===== src/rtl/wb_decode_pkg.sv =====
`default_nettype none
// +----------------------------------------------------------------------------+
// | wb_decode_pkg - shared widths and FSM states for the Wishbone decoder      |
// | rev 1.0                                                                    |
// +----------------------------------------------------------------------------+
package wb_decode_pkg;

  localparam int WB_DATA_W = 32;
  localparam int WB_ADDR_W = 32;
  localparam int WB_SEL_W  = 4;

  typedef enum logic [1:0] {
    IDLE   = 2'd0,
    ACTIVE = 2'd1,
    DONE   = 2'd2
  } state_t;

endpackage : wb_decode_pkg
`default_nettype wire


===== src/rtl/wb_addr_match.sv =====
`default_nettype none
// +----------------------------------------------------------------------------+
// | wb_addr_match - combinational priority range decoder, lowest index wins    |
// | rev 1.0                                                                    |
// +----------------------------------------------------------------------------+
module wb_addr_match
  import wb_decode_pkg::*;
#(
  parameter int C_NUM_SLAVES = 4,
  parameter int IDX_W        = 2
) (
  input  logic [WB_ADDR_W-1:0]              adr_i,
  input  logic [C_NUM_SLAVES*WB_ADDR_W-1:0] bases_i,
  input  logic [C_NUM_SLAVES*WB_ADDR_W-1:0] highs_i,
  output logic                              hit_o,
  output logic [IDX_W-1:0]                  idx_o
);

  logic [C_NUM_SLAVES-1:0] in_range;

  for (genvar g = 0; g < C_NUM_SLAVES; g++) begin : g_range
    assign in_range[g] = (adr_i >= bases_i[g*WB_ADDR_W +: WB_ADDR_W]) &&
                         (adr_i <= highs_i[g*WB_ADDR_W +: WB_ADDR_W]);
  end

  // Scan downwards so the lowest matching index is the last one written.
  always_comb begin
    hit_o = |in_range;
    idx_o = '0;
    for (int i = C_NUM_SLAVES - 1; i >= 0; i--) begin
      if (in_range[i]) begin
        idx_o = IDX_W'(i);
      end
    end
  end

endmodule : wb_addr_match
`default_nettype wire


===== src/rtl/wb_slave_decoder.sv =====
`default_nettype none
// +----------------------------------------------------------------------------+
// | wb_slave_decoder - registered 1-to-N Wishbone decoder with err on timeout  |
// | rev 1.0                                                                    |
// +----------------------------------------------------------------------------+
module wb_slave_decoder
  import wb_decode_pkg::*;
#(
  parameter int C_NUM_SLAVES = 4,
  parameter logic [C_NUM_SLAVES*WB_ADDR_W-1:0] C_SLAVE_BASES = {C_NUM_SLAVES{32'h0}},
  parameter logic [C_NUM_SLAVES*WB_ADDR_W-1:0] C_SLAVE_HIGHS = {C_NUM_SLAVES{32'hF}},
  parameter int C_TIMEOUT = 255
) (
  input  logic                              wb_clk_i,
  input  logic                              wb_rst_i,
  input  logic                              wbm_cyc_i,
  input  logic                              wbm_stb_i,
  input  logic                              wbm_we_i,
  input  logic [WB_SEL_W-1:0]               wbm_sel_i,
  input  logic [WB_ADDR_W-1:0]              wbm_adr_i,
  input  logic [WB_DATA_W-1:0]              wbm_dat_i,
  output logic [WB_DATA_W-1:0]              wbm_dat_o,
  output logic                              wbm_ack_o,
  output logic                              wbm_err_o,
  output logic [C_NUM_SLAVES-1:0]           wbs_cyc_o,
  output logic [C_NUM_SLAVES-1:0]           wbs_stb_o,
  output logic                              wbs_we_o,
  output logic [WB_SEL_W-1:0]               wbs_sel_o,
  output logic [WB_ADDR_W-1:0]              wbs_adr_o,
  output logic [WB_DATA_W-1:0]              wbs_dat_o,
  input  logic [C_NUM_SLAVES*WB_DATA_W-1:0] wbs_dat_i,
  input  logic [C_NUM_SLAVES-1:0]           wbs_ack_i,
  input  logic [C_NUM_SLAVES-1:0]           wbs_err_i
);

  localparam int IDX_W = (C_NUM_SLAVES > 1) ? $clog2(C_NUM_SLAVES) : 1;
  localparam int CNT_W = $clog2(C_TIMEOUT + 1);
  localparam logic [CNT_W-1:0] CNT_LAST = CNT_W'(C_TIMEOUT - 1);

  state_t                  state_q, state_d;
  logic [C_NUM_SLAVES-1:0] cyc_q, cyc_d;
  logic [IDX_W-1:0]        idx_q, idx_d;
  logic [CNT_W-1:0]        cnt_q, cnt_d;
  logic                    we_q, we_d;
  logic [WB_SEL_W-1:0]     sel_q, sel_d;
  logic [WB_ADDR_W-1:0]    adr_q, adr_d;
  logic [WB_DATA_W-1:0]    wdat_q, wdat_d;
  logic [WB_DATA_W-1:0]    rdat_q, rdat_d;
  logic                    ack_q, ack_d;
  logic                    err_q, err_d;

  logic                    match_hit;
  logic [IDX_W-1:0]        match_idx;
  logic                    sel_ack, sel_err;
  logic [WB_DATA_W-1:0]    sel_dat;

  wb_addr_match #(
    .C_NUM_SLAVES (C_NUM_SLAVES),
    .IDX_W        (IDX_W)
  ) u_addr_match (
    .adr_i   (wbm_adr_i),
    .bases_i (C_SLAVE_BASES),
    .highs_i (C_SLAVE_HIGHS),
    .hit_o   (match_hit),
    .idx_o   (match_idx)
  );

  // Only the selected slave's response is visible; all others are ignored.
  assign sel_ack = wbs_ack_i[idx_q];
  assign sel_err = wbs_err_i[idx_q];
  assign sel_dat = wbs_dat_i[32'(idx_q)*WB_DATA_W +: WB_DATA_W];

  always_comb begin
    state_d = state_q;
    cyc_d   = cyc_q;
    idx_d   = idx_q;
    cnt_d   = cnt_q;
    we_d    = we_q;
    sel_d   = sel_q;
    adr_d   = adr_q;
    wdat_d  = wdat_q;
    rdat_d  = rdat_q;
    ack_d   = 1'b0;
    err_d   = 1'b0;
    case (state_q)
      IDLE: begin
        if (wbm_cyc_i && wbm_stb_i) begin
          we_d   = wbm_we_i;
          sel_d  = wbm_sel_i;
          adr_d  = wbm_adr_i;
          wdat_d = wbm_dat_i;
          if (match_hit) begin
            idx_d   = match_idx;
            cyc_d   = C_NUM_SLAVES'(1) << match_idx;
            cnt_d   = '0;
            state_d = ACTIVE;
          end else begin
            err_d   = 1'b1;
            state_d = DONE;
          end
        end
      end
      ACTIVE: begin
        if (!wbm_cyc_i) begin
          cyc_d   = '0;
          state_d = IDLE;
        end else if (sel_err) begin
          cyc_d   = '0;
          err_d   = 1'b1;
          state_d = DONE;
        end else if (sel_ack) begin
          if (!we_q) begin
            rdat_d = sel_dat;
          end
          cyc_d   = '0;
          ack_d   = 1'b1;
          state_d = DONE;
        end else if (cnt_q == CNT_LAST) begin
          cyc_d   = '0;
          err_d   = 1'b1;
          state_d = DONE;
        end else begin
          cnt_d = cnt_q + 1'b1;
        end
      end
      // One dead cycle lets the master drop stb before the next decode.
      DONE: begin
        state_d = IDLE;
      end
      default: begin
        cyc_d   = '0;
        state_d = IDLE;
      end
    endcase
  end

  always_ff @(posedge wb_clk_i) begin
    if (wb_rst_i) begin
      state_q <= IDLE;
      cyc_q   <= '0;
      idx_q   <= '0;
      cnt_q   <= '0;
      we_q    <= 1'b0;
      sel_q   <= '0;
      adr_q   <= '0;
      wdat_q  <= '0;
      rdat_q  <= '0;
      ack_q   <= 1'b0;
      err_q   <= 1'b0;
    end else begin
      state_q <= state_d;
      cyc_q   <= cyc_d;
      idx_q   <= idx_d;
      cnt_q   <= cnt_d;
      we_q    <= we_d;
      sel_q   <= sel_d;
      adr_q   <= adr_d;
      wdat_q  <= wdat_d;
      rdat_q  <= rdat_d;
      ack_q   <= ack_d;
      err_q   <= err_d;
    end
  end

  assign wbm_dat_o = rdat_q;
  assign wbm_ack_o = ack_q;
  assign wbm_err_o = err_q;
  assign wbs_cyc_o = cyc_q;
  assign wbs_stb_o = cyc_q;
  assign wbs_we_o  = we_q;
  assign wbs_sel_o = sel_q;
  assign wbs_adr_o = adr_q;
  assign wbs_dat_o = wdat_q;

endmodule : wb_slave_decoder
`default_nettype wire


===== config.mk =====
export PLATFORM = sky130hd
export DESIGN_NAME = wb_slave_decoder
export DESIGN_NICKNAME = d
export VERILOG_FILES = /design/src/rtl/wb_decode_pkg.sv /design/src/rtl/wb_addr_match.sv /design/src/rtl/wb_slave_decoder.sv
export SDC_FILE = /design/constraint.sdc
export NUM_CORES = 1
export LEC_CHECK = 0
export BUFFER_PORTS_ARGS = -buffer_cell sky130_fd_sc_hd__buf_2
export CAP_MARGIN = 10
export CORE_AREA = 4 4 121 123
export DETAILED_ROUTE_END_ITERATION = 10
export DIE_AREA = 0 0 125 127
export GPL_TIMING_DRIVEN = 0
export PLACE_DENSITY_LB_ADDON = 0.3
export RECOVER_POWER = 25
export SLEW_MARGIN = 10
export SYNTH_ARGS = -nofsm -noshare
export SYNTH_HDL_FRONTEND = slang
export SYNTH_SLANG_ARGS = --single-unit

===== constraint.sdc =====
create_clock -name wb_clk_i -period 2.4 [get_ports wb_clk_i]
set_clock_uncertainty 0.15 [all_clocks]
set_input_delay 0.6 -clock wb_clk_i [delete_from_list [all_inputs] [get_ports wb_clk_i]]
set_output_delay 0.6 -clock wb_clk_i [all_outputs]
set_load 0.02 [all_outputs]

==> metrics.txt <==
Antenna Cells=0; critical path startpoint category=input pin; Leakage=2.580 nW; Min Hold Slack=281.2 ps; worst setup path category=in -> reg; Slew Limit Fails=0; post-synthesis area per instance=7.960 um2; RSZ-0062 raised after global routing=false; DRT Pass-1 Iters=4; Rel. slew slack=59.21%; slew at the pin closest to its max-slew limit=just over 600 ps; post-layout minimum cycle time=1977 ps; dpl cells=929; Post-CTS Hold Fix Bufs=0; maximum clock rate=505.7 MHz; fillers=1490; Post-Syn Area=4243 um2; synth warn=0; vias in the first global route=4139; Remaining Overflow, GRT=0; critical path fanouts, max=4; post-synth cell types=37; Worst path slowest cell=nor4_4; largest net degree at the start of global routing=17; die span in y=127 um; Pwr Density=835.1 nW/um2; core area=between 10000 and 15000 um2; layout cells sized above 1=27.66%; dpl cell area=between 5000 and 6000 um2; ys async rst share=0%; worst skew pair latency=400 ps; slowest stage delay, CP=430 ps; post-cts resize count=0; Initial DRC Count=108; fin crit share=between 80% and 90%; DR WL/cell=13.70 um; VDD IR max=roughly 480 uV; Worst Path Arrival=2090 ps; Post-synth EDFFs=0; antenna violations before repair=0; first-pass GRT wire length=20.76 mm; Final Cell Area=6136 um2; hpwl dp=9.871 mm; die area=about 16000 um2; Power Total=slightly above 0.005 W; Finish-stage setup viols=0; min-delay worst type=in -> reg; Layout area overhead=44.62%; chip width=125 um; nets=979; row count=43; final hold vios=0; IO Port Bufs=211; Clock transition at path regs=around 50 ps; final std cells w/o fill=961; Critical Path RT=2520 ps; Via Count=approximately 4.3k; setup bufs post-CTS=0; via/cell ratio=around 4.5; FF+latch count, synth=114; DRC violations left=0; worst path cell trace=buf_2 -> nor4_1 -> nand4_1 -> nor4_4 -> or2_2 -> a311oi_1; Critical Path Sink Type=flip-flop; RD Place Congestion=0.7912; io pins=320; Cells after Synth=533; max-cap violation count=0; Seq/Total Area, Yosys=53.79%; ANT nets after route=0; Starting Density=31.05%; Max clock buf depth=2; Top FF cell, synth=dfxtp_1; CTS tree=yes; number of buffers created by CTS=17; Tot GR Track Use=between 10% and 20%; clock net sink count=114; final wirelength=13.17 mm; status=complete, no violations; CTS root buffer=clkbuf_16; CTS HTree Levels=4
## cells in the final DEF (no fill, tap or decap), types with 2 or more instances in the layout
cell,n
nand2_1,210
buf_2,168
dfxtp_1,114
a21oi_1,105
clkbuf_1,75
clkbuf_16,17
nor2_1,12
buf_4,7
nor4_1,6
conb_1,6
clkbuf_8,6
bufinv_16,4
inv_1,3
buf_6,3
nand4_1,3
a311oi_1,3
nand2b_1,3
or3_1,2
and3_1,2
nand3_1,2
or2_2,2
and2_1,2
xor2_1,2
a31oi_1,2
nor3_1,2
ha_1,2
clkinv_2,2
## final cells by class
| type | instances | area, um2 | area share [%] |
|---|---|---|---|
| Multi-Input combinational cell | 380 | 1754 | 28.59 |
| Clock buffer | 24 | 511.7 | 8.340 |
| Clock inverter | 8 | 146.4 | 2.386 |
| Buffer | 41 | 214.0 | 3.487 |
| Tap cell | 180 | 225.2 | 3.670 |
| Inverter | 3 | 11.26 | 0.1835 |
| Timing Repair Buffer | 211 | 991.0 | 16.15 |
| Sequential cell | 114 | 2282 | 37.19 |
## per-stage QoR
step           setup TNS (ps)  utilization [%]  setup slack, ps
2_1_floorplan               0                -            462.2
3_3_place_gp           -162.4            40.56           -47.07
3_5_place_dp           -183.5            40.56           -54.64
4_1_cts                     0            45.38            381.7
5_1_grt                     0            44.90            301.3
6_report                    0            44.90            422.7
## where the power goes
| group | internal [W] | switching (W) | total (W) |
|---|---|---|---|
| combinational | 0.000147 | 0.000253 | 0.000399 |
| sequential | 0.00195 | 0.0000272 | 0.00198 |
| clock | 0.00190 | 0.000845 | 0.00275 |
## logic make-up after synthesis
family / after synthesis / synth area share (%)
simple gates: 254 / 25.16
compound gates: 115 / 14.42
flops: 114 / 53.79
buf+inv: 44 / 5.308
fa+ha+maj: 2 / 0.5897
xor+xnor: 2 / 0.4129
other cells: 1 / 0.08838
mux: 1 / 0.2359
## cells in the mapped netlist (3+ instances only)
cell,count,area (um2)
nand2_1,210,788.3
dfxtp_1,114,2282
a21oi_1,105,525.5
clkbuf_1,22,82.58
nor2_1,12,45.04
buf_2,9,45.04
buf_4,7,52.55
nor4_1,6,37.54
a311oi_1,3,26.28
buf_6,3,33.78
inv_1,3,11.26
nand2b_1,3,18.77
nand4_1,3,18.77
## worst max-delay path, delay by kind of cell
kind	cells	cell delay, ps
buf+inv	1	130
simple gates	4	1270
compound gates	1	90
## state kept, by name (all words and copies together), names as in the netlist
name	count
wbs_sel_o	4
wbm_ack_o	1
cnt_q	8
wbm_dat_o	32
wbs_cyc_o	1
wbs_adr_o	32
wbs_we_o	1
state_q	2
wbs_dat_o	32
wbm_err_o	1
## routing by layer
layer / wire length [um] / share of wire (%) / track usage [%] / up-vias
li1: - / - / - / 2210
met1: 5724 / 43 / 19.53 / 1922
met2: 6023 / 46 / 26.32 / 172
met3: 1257 / 9.5 / 6.522 / 13
met4: 160 / 1.2 / 5.357 / 0
met5: 0 / 0 / 0 / -
## path summary, 6_finish.rpt
kind	startpoint	to	slack (ps)	depth (start not counted)
worst min-delay path	wbm_dat_i[12]	wbs_dat_o[12]	280	3
worst min register to register	wbs_dat_o[20]	wbs_dat_o[20]	300	2
worst max-delay path	wbm_adr_i[31]	cnt_q[2]	420	6
worst max register to register	cnt_q[0]	cnt_q[5]	460	7
No activity file was read; power rests on OpenSTA's default activity.
